**config.mk**
```make
export PLATFORM = sky130hd
export DESIGN_NAME = dp_op_sequencer
export DESIGN_NICKNAME = d
export VERILOG_FILES = /design/src/rtl/dp_op_sequencer.sv
export SDC_FILE = /design/constraint.sdc
export NUM_CORES = 1
export LEC_CHECK = 0
export CAP_MARGIN = 20
export CORE_MARGIN = 3
export CORE_UTILIZATION = 50
export CTS_CLUSTER_SIZE = 24
export DETAILED_ROUTE_END_ITERATION = 7
export PLACE_DENSITY = 0.83
export SYNTH_ARGS = -nofsm -noshare
export SYNTH_HDL_FRONTEND = slang
export SYNTH_SLANG_ARGS = --single-unit
```
**constraint.sdc**
```tcl
create_clock -name clk -period 3.3 [get_ports clk]
set_input_delay 0.495 -clock clk [delete_from_list [all_inputs] [get_ports clk]]
set_output_delay 0.495 -clock clk [all_outputs]
set_load 0.005 [all_outputs]
```
**src/rtl/dp_op_sequencer.sv**
```systemverilog
// Control sequencer for the Phase-1 datapath: preloads registers through the MDR,
// then walks one fetch/execute pass (T0-T6) with registered control outputs.
module dp_op_sequencer #(
  parameter int DATA_W      = 32,
  parameter int MAX_PRELOAD = 3,
  parameter int OP_W        = 4
) (
  input  logic                          clk,
  input  logic                          clr,
  input  logic                          start,
  input  logic [3:0]                    preload_cnt,
  input  logic [DATA_W*MAX_PRELOAD-1:0] preload_data,
  input  logic [4*MAX_PRELOAD-1:0]      preload_dst,
  input  logic [DATA_W-1:0]             instr,
  input  logic [OP_W-1:0]               op,
  input  logic [3:0]                    src_a,
  input  logic [3:0]                    src_b,
  input  logic [3:0]                    dst,
  input  logic                          unary,
  input  logic                          wide,
  output logic [31:0]                   enable,
  output logic [31:0]                   bus_select,
  output logic [DATA_W-1:0]             mdata_in,
  output logic                          md_read,
  output logic [OP_W-1:0]               control_signals,
  output logic                          busy,
  output logic                          done
);

  localparam int         KW      = (MAX_PRELOAD > 1) ? $clog2(MAX_PRELOAD) : 1;
  localparam logic [3:0] MAX_CNT = 4'(MAX_PRELOAD);

  localparam int B_PC   = 20;
  localparam int B_MDR  = 21;
  localparam int B_Y    = 22;
  localparam int B_IR   = 23;
  localparam int B_Z    = 24;
  localparam int B_MAR  = 25;
  localparam int B_ZLO  = 27;
  localparam int B_ZHI  = 28;
  localparam int B_HI   = 29;
  localparam int B_LO   = 30;

  typedef enum logic [3:0] {
    S_IDLE, S_LD_A, S_LD_B, S_T0, S_T1, S_T2, S_T3, S_T4, S_T5, S_T6, S_DONE
  } state_t;

  state_t state_reg, state_next;
  logic [3:0] k_reg, k_next;
  logic [3:0] cnt_reg, cnt_next;
  logic [DATA_W*MAX_PRELOAD-1:0] data_reg, data_next;
  logic [4*MAX_PRELOAD-1:0] pdst_reg, pdst_next;
  logic [DATA_W-1:0] instr_reg, instr_next;
  logic [OP_W-1:0] op_reg, op_next;
  logic [3:0] src_a_reg, src_a_next;
  logic [3:0] src_b_reg, src_b_next;
  logic [3:0] dst_reg, dst_next;
  logic unary_reg, unary_next;
  logic wide_reg, wide_next;
  logic [3:0] cnt_clamped;

  logic [31:0] enable_next, bus_select_next;
  logic [DATA_W-1:0] mdata_in_next;
  logic md_read_next, busy_next, done_next;
  logic [OP_W-1:0] control_signals_next;

  logic [DATA_W-1:0] word_next [MAX_PRELOAD];
  logic [3:0] wdst_next [MAX_PRELOAD];
  logic [KW-1:0] k_idx;

  // Outputs are computed from the *next* captured values so LD_A/T0 can be valid on the accept edge.
  genvar gi;
  generate
    for (gi = 0; gi < MAX_PRELOAD; gi++) begin : g_unpack
      assign word_next[gi] = data_next[gi*DATA_W +: DATA_W];
      assign wdst_next[gi] = pdst_next[gi*4 +: 4];
    end
  endgenerate

  assign cnt_clamped = (preload_cnt > MAX_CNT) ? MAX_CNT : preload_cnt;
  assign k_idx       = k_next[KW-1:0];

  always_ff @(posedge clk or negedge clr) begin
    if (!clr) begin
      state_reg       <= S_IDLE;
      k_reg           <= '0;
      cnt_reg         <= '0;
      data_reg        <= '0;
      pdst_reg        <= '0;
      instr_reg       <= '0;
      op_reg          <= '0;
      src_a_reg       <= '0;
      src_b_reg       <= '0;
      dst_reg         <= '0;
      unary_reg       <= 1'b0;
      wide_reg        <= 1'b0;
      enable          <= '0;
      bus_select      <= '0;
      mdata_in        <= '0;
      md_read         <= 1'b0;
      control_signals <= '0;
      busy            <= 1'b0;
      done            <= 1'b0;
    end else begin
      state_reg       <= state_next;
      k_reg           <= k_next;
      cnt_reg         <= cnt_next;
      data_reg        <= data_next;
      pdst_reg        <= pdst_next;
      instr_reg       <= instr_next;
      op_reg          <= op_next;
      src_a_reg       <= src_a_next;
      src_b_reg       <= src_b_next;
      dst_reg         <= dst_next;
      unary_reg       <= unary_next;
      wide_reg        <= wide_next;
      enable          <= enable_next;
      bus_select      <= bus_select_next;
      mdata_in        <= mdata_in_next;
      md_read         <= md_read_next;
      control_signals <= control_signals_next;
      busy            <= busy_next;
      done            <= done_next;
    end
  end

  always_comb begin
    state_next = state_reg;
    k_next     = k_reg;
    cnt_next   = cnt_reg;
    data_next  = data_reg;
    pdst_next  = pdst_reg;
    instr_next = instr_reg;
    op_next    = op_reg;
    src_a_next = src_a_reg;
    src_b_next = src_b_reg;
    dst_next   = dst_reg;
    unary_next = unary_reg;
    wide_next  = wide_reg;
    case (state_reg)
      S_IDLE: begin
        if (start) begin
          k_next     = '0;
          cnt_next   = cnt_clamped;
          data_next  = preload_data;
          pdst_next  = preload_dst;
          instr_next = instr;
          op_next    = op;
          src_a_next = src_a;
          src_b_next = src_b;
          dst_next   = dst;
          unary_next = unary;
          wide_next  = wide;
          state_next = (cnt_clamped != 4'd0) ? S_LD_A : S_T0;
        end
      end
      S_LD_A: state_next = S_LD_B;
      S_LD_B: begin
        if ((k_reg + 4'd1) < cnt_reg) begin
          k_next     = k_reg + 4'd1;
          state_next = S_LD_A;
        end else begin
          state_next = S_T0;
        end
      end
      S_T0:    state_next = S_T1;
      S_T1:    state_next = S_T2;
      S_T2:    state_next = unary_reg ? S_T4 : S_T3;
      S_T3:    state_next = S_T4;
      S_T4:    state_next = S_T5;
      S_T5:    state_next = wide_reg ? S_T6 : S_DONE;
      S_T6:    state_next = S_DONE;
      S_DONE:  state_next = S_IDLE;
      default: state_next = S_IDLE;
    endcase
  end

  always_comb begin
    enable_next          = '0;
    bus_select_next      = '0;
    mdata_in_next        = '0;
    md_read_next         = 1'b0;
    control_signals_next = '0;
    busy_next            = (state_next != S_IDLE);
    done_next            = 1'b0;
    case (state_next)
      S_LD_A: begin
        md_read_next       = 1'b1;
        enable_next[B_MDR] = 1'b1;
        mdata_in_next      = word_next[k_idx];
      end
      S_LD_B: begin
        bus_select_next[B_MDR] = 1'b1;
        enable_next            = 32'd1 << wdst_next[k_idx];
      end
      S_T0: begin
        bus_select_next[B_PC] = 1'b1;
        enable_next[B_MAR]    = 1'b1;
        enable_next[B_PC]     = 1'b1;
      end
      S_T1: begin
        md_read_next       = 1'b1;
        enable_next[B_MDR] = 1'b1;
        mdata_in_next      = instr_next;
      end
      S_T2: begin
        bus_select_next[B_MDR] = 1'b1;
        enable_next[B_IR]      = 1'b1;
      end
      S_T3: begin
        bus_select_next  = 32'd1 << src_a_next;
        enable_next[B_Y] = 1'b1;
      end
      S_T4: begin
        bus_select_next      = 32'd1 << (unary_next ? src_a_next : src_b_next);
        enable_next[B_Z]     = 1'b1;
        control_signals_next = op_next;
      end
      S_T5: begin
        bus_select_next[B_ZLO] = 1'b1;
        if (wide_next) enable_next[B_LO] = 1'b1;
        else           enable_next       = 32'd1 << dst_next;
      end
      S_T6: begin
        bus_select_next[B_ZHI] = 1'b1;
        enable_next[B_HI]      = 1'b1;
      end
      S_DONE:  done_next = 1'b1;
      default: ;
    endcase
  end

endmodule

```
==> results of run 1 <==
==> worst min-delay path, cell delays in order, from the launching register on <==
cell                      delay, ns
sky130_fd_sc_hd__dfrtp_1       0.32
sky130_fd_sc_hd__nand2_1       0.04
sky130_fd_sc_hd__nand2_1       0.07
==> power by group through the flow <==
stage | clock, mW | sequential [mW] | combinational (mW)
floorplan | 0 | 4.58 | 3.93
global placement | 0 | 4.62 | 5.70
detailed placement | 0 | 4.67 | 5.91
CTS | 3.12 | 4.64 | 5.97
global route | 3.24 | 4.74 | 6.62
finish | 3.06 | 4.63 | 6.01
==> final cells by class <==
class	instances	area [um^2]
Sequential cell	252	6310
Clock buffer	41	798
Fill cell	1537	6270
Timing Repair Buffer	274	2750
Inverter	25	93.8
Clock inverter	6	111
Tap cell	270	338
Multi-Input combinational cell	781	4030
==> through the flow <==
stage / area [um^2] / power [mW] / hold slack, ns
after floorplan: 10800 / 8.51 / 0.199
after global placement: 13500 / 10.3 / 0.446
after detailed placement: 13500 / 10.6 / 0.451
after CTS: 14400 / 13.7 / 0.467
after global routing: 14400 / 14.6 / 0.485
final: 14400 / 13.7 / 0.470
==> logic make-up after synthesis <==
group                      count (synthesis)
AOI/OAI and AO/OA                        144
xor gates and xnor gates                   3
adders and majority gates                  4
buffers and inverters                    109
DFF                                      252
muxes                                     49
other                                      1
and+or+nand+nor                          561
==> synthesized netlist by cell type, types with 7 or more instances <==
cell type	instances	area (um^2)
sky130_fd_sc_hd__nor3_1	8	40.0
sky130_fd_sc_hd__nand3_1	45	225
sky130_fd_sc_hd__nand3b_1	9	67.6
sky130_fd_sc_hd__o21ai_0	39	195
sky130_fd_sc_hd__buf_4	21	158
sky130_fd_sc_hd__clkbuf_1	38	143
sky130_fd_sc_hd__a2bb2oi_1	32	280
sky130_fd_sc_hd__nand2_1	445	1670
sky130_fd_sc_hd__buf_2	13	65.1
sky130_fd_sc_hd__buf_1	11	41.3
sky130_fd_sc_hd__inv_1	24	90.1
sky130_fd_sc_hd__and2_1	7	43.8
sky130_fd_sc_hd__o22ai_1	28	175
sky130_fd_sc_hd__mux2i_1	41	410
sky130_fd_sc_hd__dfrtp_1	252	6310
sky130_fd_sc_hd__nor2_1	17	63.8
==> worst paths after layout <==
path,startpoint,cells past startpoint,slack [ns],endpoint
setup reg to reg,k_reg[0]$_DFF_PN0_,9,0.17,enable[8]$_DFF_PN0_
setup / recovery,k_reg[0]$_DFF_PN0_,9,0.17,enable[8]$_DFF_PN0_
min in group asynchronous,clr,2,0.55,bus_select[13]$_DFF_PN0_
max in group asynchronous,clr,3,1.84,data_reg[93]$_DFF_PN0_
hold / removal,data_reg[79]$_DFF_PN0_,2,0.47,data_reg[79]$_DFF_PN0_
hold reg to reg,data_reg[79]$_DFF_PN0_,2,0.47,data_reg[79]$_DFF_PN0_
==> what timing repair did <==
item	4_1_cts	5_1_grt
resized for setup	0	1
endpoints found under the setup margin	0	38
hold buffers	1	0
endpoints found under the hold margin	44	0
==> metal layers <==
metal  up-vias  share of wire  track usage
met2       418           0.48        0.396
met1      4327           0.41        0.343
met5         -        0.00078            0
li1       4176              -            -
met4         4          0.029       0.0700
met3        61          0.080       0.0488
==> metrics.log, run 1 <==
INFO  metric outcome = complete, no violations
INFO  metric finish.cell_count_without_fillers = 1649
INFO  metric start_util = 0.519
INFO  metric yosys_reg_bits = 252
INFO  metric h-tree-depth = 1
INFO  metric report.final.slew_viol_count = 0
INFO  metric global_route.overflow_total = 0
INFO  metric power-per-cell-area = 950 nW/um^2
INFO  metric drt_first_pass_iters = 6
INFO  metric pnr_worst_setup_slack = 0.174 ns
INFO  metric finClkSkew = 0.0118 ns
INFO  metric remaining_drc_errors = 0
INFO  metric clk_pin_slew = 0.06 ns
INFO  metric grt_setup_unrepaired = false
INFO  metric crit_chain = ha_1 -> ha_1 -> o211ai_1 -> o21ai_1 -> or3_1 -> and2_1 -> a32o_1 -> or3_4 -> o22ai_1
INFO  metric yosys.area_share.adder = 0.00466
INFO  metric insertedDiodeCount = 0
INFO  metric power_report.internal_total = 8.56 mW
INFO  metric worstPathMaxFanout = 6
INFO  metric power.combinational.fraction = 0.438
INFO  metric core-area = 20700 um^2
INFO  metric layout-area-overhead-vs-synth = 34.2%
INFO  metric synthArstFlopShare = 1.00
INFO  metric ys_warn_count = 0
INFO  metric setup_viol_count_final = 0
INFO  metric buffer_ports.inserted = 247
INFO  metric timing.setup.critical_path_class = reg2reg
INFO  metric highest_achievable_clock_rate = 0.320 GHz
INFO  metric worst_path_most_repeated_cell = sky130_fd_sc_hd__ha_1
INFO  metric final_cell_mix = sky130_fd_sc_hd__nand2_1, sky130_fd_sc_hd__dfrtp_1, sky130_fd_sc_hd__clkdlybuf4s50_1
INFO  metric worstHoldPathType = reg2reg
INFO  metric routedWlPerCell = 17.9 um
INFO  metric place.detailed.hpwl = 19.7 mm
INFO  metric critical_path.endpoint_type = register
INFO  metric grt_max_degree = 123
INFO  metric tns = 0 ns
INFO  metric most_common_flop_cell_mapped_by_yosys = sky130_fd_sc_hd__dfrtp_1
INFO  metric dieWidth = 153 um
INFO  metric synth-xor-area-share = 0.00245
INFO  metric worst_ir_drop_vdd = 0.559 mV
INFO  metric cts_tree = built
INFO  metric final_layout_size_suffix_gt1_frac = 0.0624
INFO  metric power.net_switching = 5.14 mW
INFO  metric std_cell_rows = 52
INFO  metric tightestPinTransition = 0.742 ns
INFO  metric ys_types = 53
INFO  metric post-route-min-period = 3.13 ns
INFO  metric synth_top_family_by_area = simple AND/OR/NAND/NOR gates
INFO  metric synth_enable_flop_cells = 0
INFO  metric avgViaCountPerCell = 5.45
INFO  metric cts_made_buffers = 26
INFO  metric fp.dieArea = 23300 um^2
INFO  metric cellLeakagePower = 6.99 nW
INFO  metric drt_first_iter_violations = 633
INFO  metric critPathMaxStageDelay = 0.43 ns
INFO  metric io_pins = 268
INFO  metric worstSkewPairLatency = 0.52 ns
INFO  metric final_min_period_over_clock_period = 0.947
INFO  metric final_common_cell = sky130_fd_sc_hd__nand2_1
INFO  metric grt.total_usage = 0.246
INFO  metric synth_area = 10700 um^2
INFO  metric grt_antenna_before_repair = 2
INFO  metric timing.max_cap.violations = 0
INFO  metric ctsRootBufferMaster = sky130_fd_sc_hd__clkbuf_16
INFO  metric ant_nets = 0
INFO  metric count_of_buffer_and_inverter_cells_on_the_critical_path = 0
INFO  metric synthCells = 1123
INFO  metric power.share.switching = 0.375
INFO  metric first_global_vias = 9032
INFO  metric minimum_setup_slack_after_placement = 0.0840 ns
INFO  metric relSlewSlack = 0.505
INFO  metric die-height = 153 um
INFO  metric clock_sinks = 252
INFO  metric seq_power_share = 0.338
INFO  metric wire_length_of_the_first_global_routing_pass = 47.4 mm
INFO  metric arr_time_crit_path = 3.56 ns
INFO  metric ys_seq_area_frac = 0.587
INFO  metric vias = 8986
INFO  metric cp_data_required_time = 3.73 ns
INFO  metric compound_cell_area_share_of_the_yosys_netlist = 0.0937
INFO  metric final_nets = 1529
INFO  metric placedCellCount = 1601
INFO  metric cp-start-kind = register
INFO  metric synth_mux_area_frac = 0.0473
INFO  metric timing.critical_path.max_delay_family = simple AND/OR/NAND/NOR gates
INFO  metric clock_power_share = 0.223
INFO  metric gp_congestion = 0.907
INFO  metric final_hold_viol_count = 0
INFO  metric synth-simple-area-share = 0.217
INFO  metric ctsLongestPathBuffers = 3
INFO  metric layout.core_utilization = 0.697
INFO  metric largest_reg_flops = 96
INFO  metric worst_path_max_delay_cell = sky130_fd_sc_hd__or3_4
INFO  metric avg_cell_area_syn = 9.57 um^2
INFO  metric post_cts_buffers = 0
INFO  metric routed_wirelength = 29.4 mm
(Power assumes the default switching activity.)
==> run 2: changes to the inputs <==
ABC_CLOCK_PERIOD_IN_PS = 3300   (was not set)
==> results of run 2 <==
Final layout, timing and power as in run 1 (identical DEF).
==> run 3: changes to the inputs <==
PLACE_DENSITY = 0.91   (was 0.83)
==> metrics.log, run 3 (same netlist as run 1, synthesis figures left out) <==
INFO  metric outcome = complete, but fails checks
INFO  metric violated_checks = negative hold slack
INFO  metric routed-wl-met3 = 2.33 mm (-1.2%)
INFO  metric multi_input_area = 4060 um^2 (+0.81%)
INFO  metric cts_made_buffers = 26 (unchanged)
INFO  metric drt_first_pass_iters = 6 (unchanged)
INFO  metric fp.dieArea = 23300 um^2 (unchanged)
INFO  metric dieWidth = 153 um (unchanged)
INFO  metric final_hold_viol_count = 27 (+27)
INFO  metric grt_setup_unrepaired = false
INFO  metric placed_area = 13500 um^2 (-0.19%)
INFO  metric power-per-cell-area = 951 nW/um^2 (+0.11%)
INFO  metric final_nets = 1529 (unchanged)
INFO  metric worst_ir_drop_vdd = 0.530 mV (-5.1%)
INFO  metric critPathMaxStageDelay = 0.46 ns (+0.03 ns)
INFO  metric tightestPinTransition = 0.684 ns (-0.0573 ns)
INFO  metric die-height = 153 um (unchanged)
INFO  metric ant_nets = 0 (unchanged)
INFO  metric arr_time_crit_path = 3.54 ns (-0.02 ns)
INFO  metric buffer_ports.inserted = 247 (unchanged)
INFO  metric crit_chain = ha_4 -> xor2_1 -> ha_1 -> o211ai_1 -> o21a_1 -> and3_1 -> or3_1 -> a32o_1 -> or3_4 -> o22ai_1
INFO  metric first_global_vias = 9460 (+4.7%)
INFO  metric placedCellCount = 1596 (-0.31%)
INFO  metric cts_tree = built
INFO  metric postCtsHoldBufs = 0 (-1)
INFO  metric cp-start-kind = register
INFO  metric worstPathMaxFanout = 6 (unchanged)
INFO  metric final_layout_size_suffix_gt1_frac = 0.0674 (+0.00508)
INFO  metric io_pins = 268 (unchanged)
INFO  metric ctsRootBufferMaster = sky130_fd_sc_hd__clkbuf_16
INFO  metric wl_met2 = 14.6 mm (+4.3%)
INFO  metric timing.setup.critical_path_class = reg2reg
INFO  metric setup_viol_count_final = 0 (unchanged)
INFO  metric finClkSkew = 0.00788 ns (-0.00394 ns)
INFO  metric gp_congestion = 0.920 (+1.3%)
INFO  metric remaining_drc_errors = 0 (unchanged)
INFO  metric total_power_consumption_of_the_routed_design = 13.7 mW (about the same)
INFO  metric grt.total_usage = 0.247 (+0.00179)
INFO  metric h-tree-depth = 1 (unchanged)
INFO  metric fin_hold_ws = -0.0160 ns (-0.486 ns)
INFO  metric wire_length_of_the_first_global_routing_pass = 47.6 mm (+0.55%)
INFO  metric cellLeakagePower = 6.97 nW (-0.28%)
INFO  metric drt_first_iter_violations = 535 (-15%)
INFO  metric worst_path_max_delay_cell = sky130_fd_sc_hd__dfrtp_1
INFO  metric ctsLongestPathBuffers = 3 (unchanged)
INFO  metric avgViaCountPerCell = 5.54 (+1.8%)
INFO  metric final_common_cell = sky130_fd_sc_hd__nand2_1
INFO  metric std_cell_rows = 52 (unchanged)
INFO  metric global_route.overflow_total = 0 (unchanged)
INFO  metric highest_achievable_clock_rate = 0.321 GHz (+0.36%)
INFO  metric grt_antenna_before_repair = 3 (+1)
INFO  metric timing.max_cap.violations = 0 (unchanged)
INFO  metric relSlewSlack = 0.544 (+0.0382)
INFO  metric filler_cell_count = 1484 (-3.4%)
INFO  metric final-seq-area = 6310 um^2 (unchanged)
INFO  metric finished_layout_cell_area = 14400 um^2 (about the same)
INFO  metric worstHoldPathType = in2async
INFO  metric worstSkewPairLatency = 0.52 ns (about the same)
INFO  metric routed_wirelength = 29.7 mm (+0.75%)
INFO  metric final_cell_mix = sky130_fd_sc_hd__nand2_1, sky130_fd_sc_hd__dfrtp_1, sky130_fd_sc_hd__clkdlybuf4s50_1
INFO  metric clock_sinks = 252 (unchanged)
INFO  metric vias = 9149 (+1.8%)
INFO  metric largest_reg_flops = 96 (unchanged)
INFO  metric place.detailed.hpwl = 19.9 mm (+0.87%)
INFO  metric dr.max_layer_used = met5
INFO  metric layout-area-overhead-vs-synth = 34.2% (about the same)
INFO  metric final_min_period_over_clock_period = 0.944 (-0.00339)
INFO  metric cp_data_required_time = 3.73 ns (about the same)
INFO  metric report.final.slew_viol_count = 0 (unchanged)
INFO  metric clk_pin_slew = 0.06 ns (about the same)
INFO  metric start_util = 0.519 (unchanged)
INFO  metric grt_max_degree = 152 (+24%)
INFO  metric layout.core_utilization = 0.697 (about the same)
INFO  metric core-area = 20700 um^2 (unchanged)
INFO  metric wl_met1 = 11.5 mm (-5.9%)
INFO  metric critical_path.endpoint_type = register
INFO  metric routedWlPerCell = 18.0 um (+0.69%)
INFO  metric post-route-min-period = 3.11 ns (-0.0112 ns)
INFO  metric finish.cell_count_without_fillers = 1650 (+0.061%)
run 3: per-stage QoR:
| step | worst slack, ns | TNS (ns) |
|---|---|---|
| 6_report | 0.186 | 0 |
| 5_1_grt | 0.0291 | 0 |
| 4_1_cts | 0.00800 | 0 |
| 3_5_place_dp | -0.0236 | -0.0236 |
| 3_3_place_gp | 0.240 | 0 |
| 2_1_floorplan | 0.399 | 0 |
run 3: path summary, 6_finish.rpt:
path | slack [ns] | from | cells after the start | end
max | 0.19 | k_reg[0]$_DFF_PN0_ | 10 | enable[4]$_DFF_PN0_
min | -0.02 | clr | 1 | bus_select[12]$_DFF_PN0_
max reg2reg | 0.19 | k_reg[0]$_DFF_PN0_ | 10 | enable[4]$_DFF_PN0_
min reg2reg | 0.47 | data_reg[18]$_DFF_PN0_ | 2 | data_reg[18]$_DFF_PN0_
max in group asynchronous | 2.36 | clr | 2 | data_reg[77]$_DFF_PN0_
min in group clk | 0.47 | data_reg[18]$_DFF_PN0_ | 2 | data_reg[18]$_DFF_PN0_
run 3: cell type report:
| class | instances | share of cell area |
|---|---|---|
| antenna | 1 | 0.000174 |
| clock inverter | 12 | 0.00833 |
| multi-input combinational | 781 | 0.282 |
| timing repair buffer | 274 | 0.191 |
| sequential | 252 | 0.437 |
| inverter | 25 | 0.00651 |
| clock buffer | 35 | 0.0510 |
| tap | 270 | 0.0234 |
run 3: report_power, final:
group | leakage, nW | switching [mW] | internal [mW]
registers | 3.25 | 0.394 | 4.25
logic | 3.29 | 3.66 | 2.49
clock network | 0.425 | 1.19 | 1.72
total | 6.97 | 5.25 | 8.46
run 3: what timing repair did:
| action | in CTS | in global routing |
|---|---|---|
| gates cloned | 0 | 0 |
| resized for setup | 1 | 7 |
| setup endpoints to repair | 3 | 55 |
| pin swaps | 0 | 4 |
| buffers inserted | 0 | 6 |
run 3: per-layer routing:
metal	track usage	vias to the layer above
met5	0	-
met2	0.415	457
met3	0.0497	84
met1	0.314	4432
li1	-	4172
met4	0.106	4
run 3: critical path: cells and delay by family (launching register included):
| kind | cells | cell delay [ns] |
|---|---|---|
| AOI/OAI and AO/OA | 4 | 0.84 |
| and+or+nand+nor | 3 | 1.07 |
| DFF | 1 | 0.46 |
| xor gates and xnor gates | 1 | 0.16 |
| adders and majority gates | 2 | 0.50 |
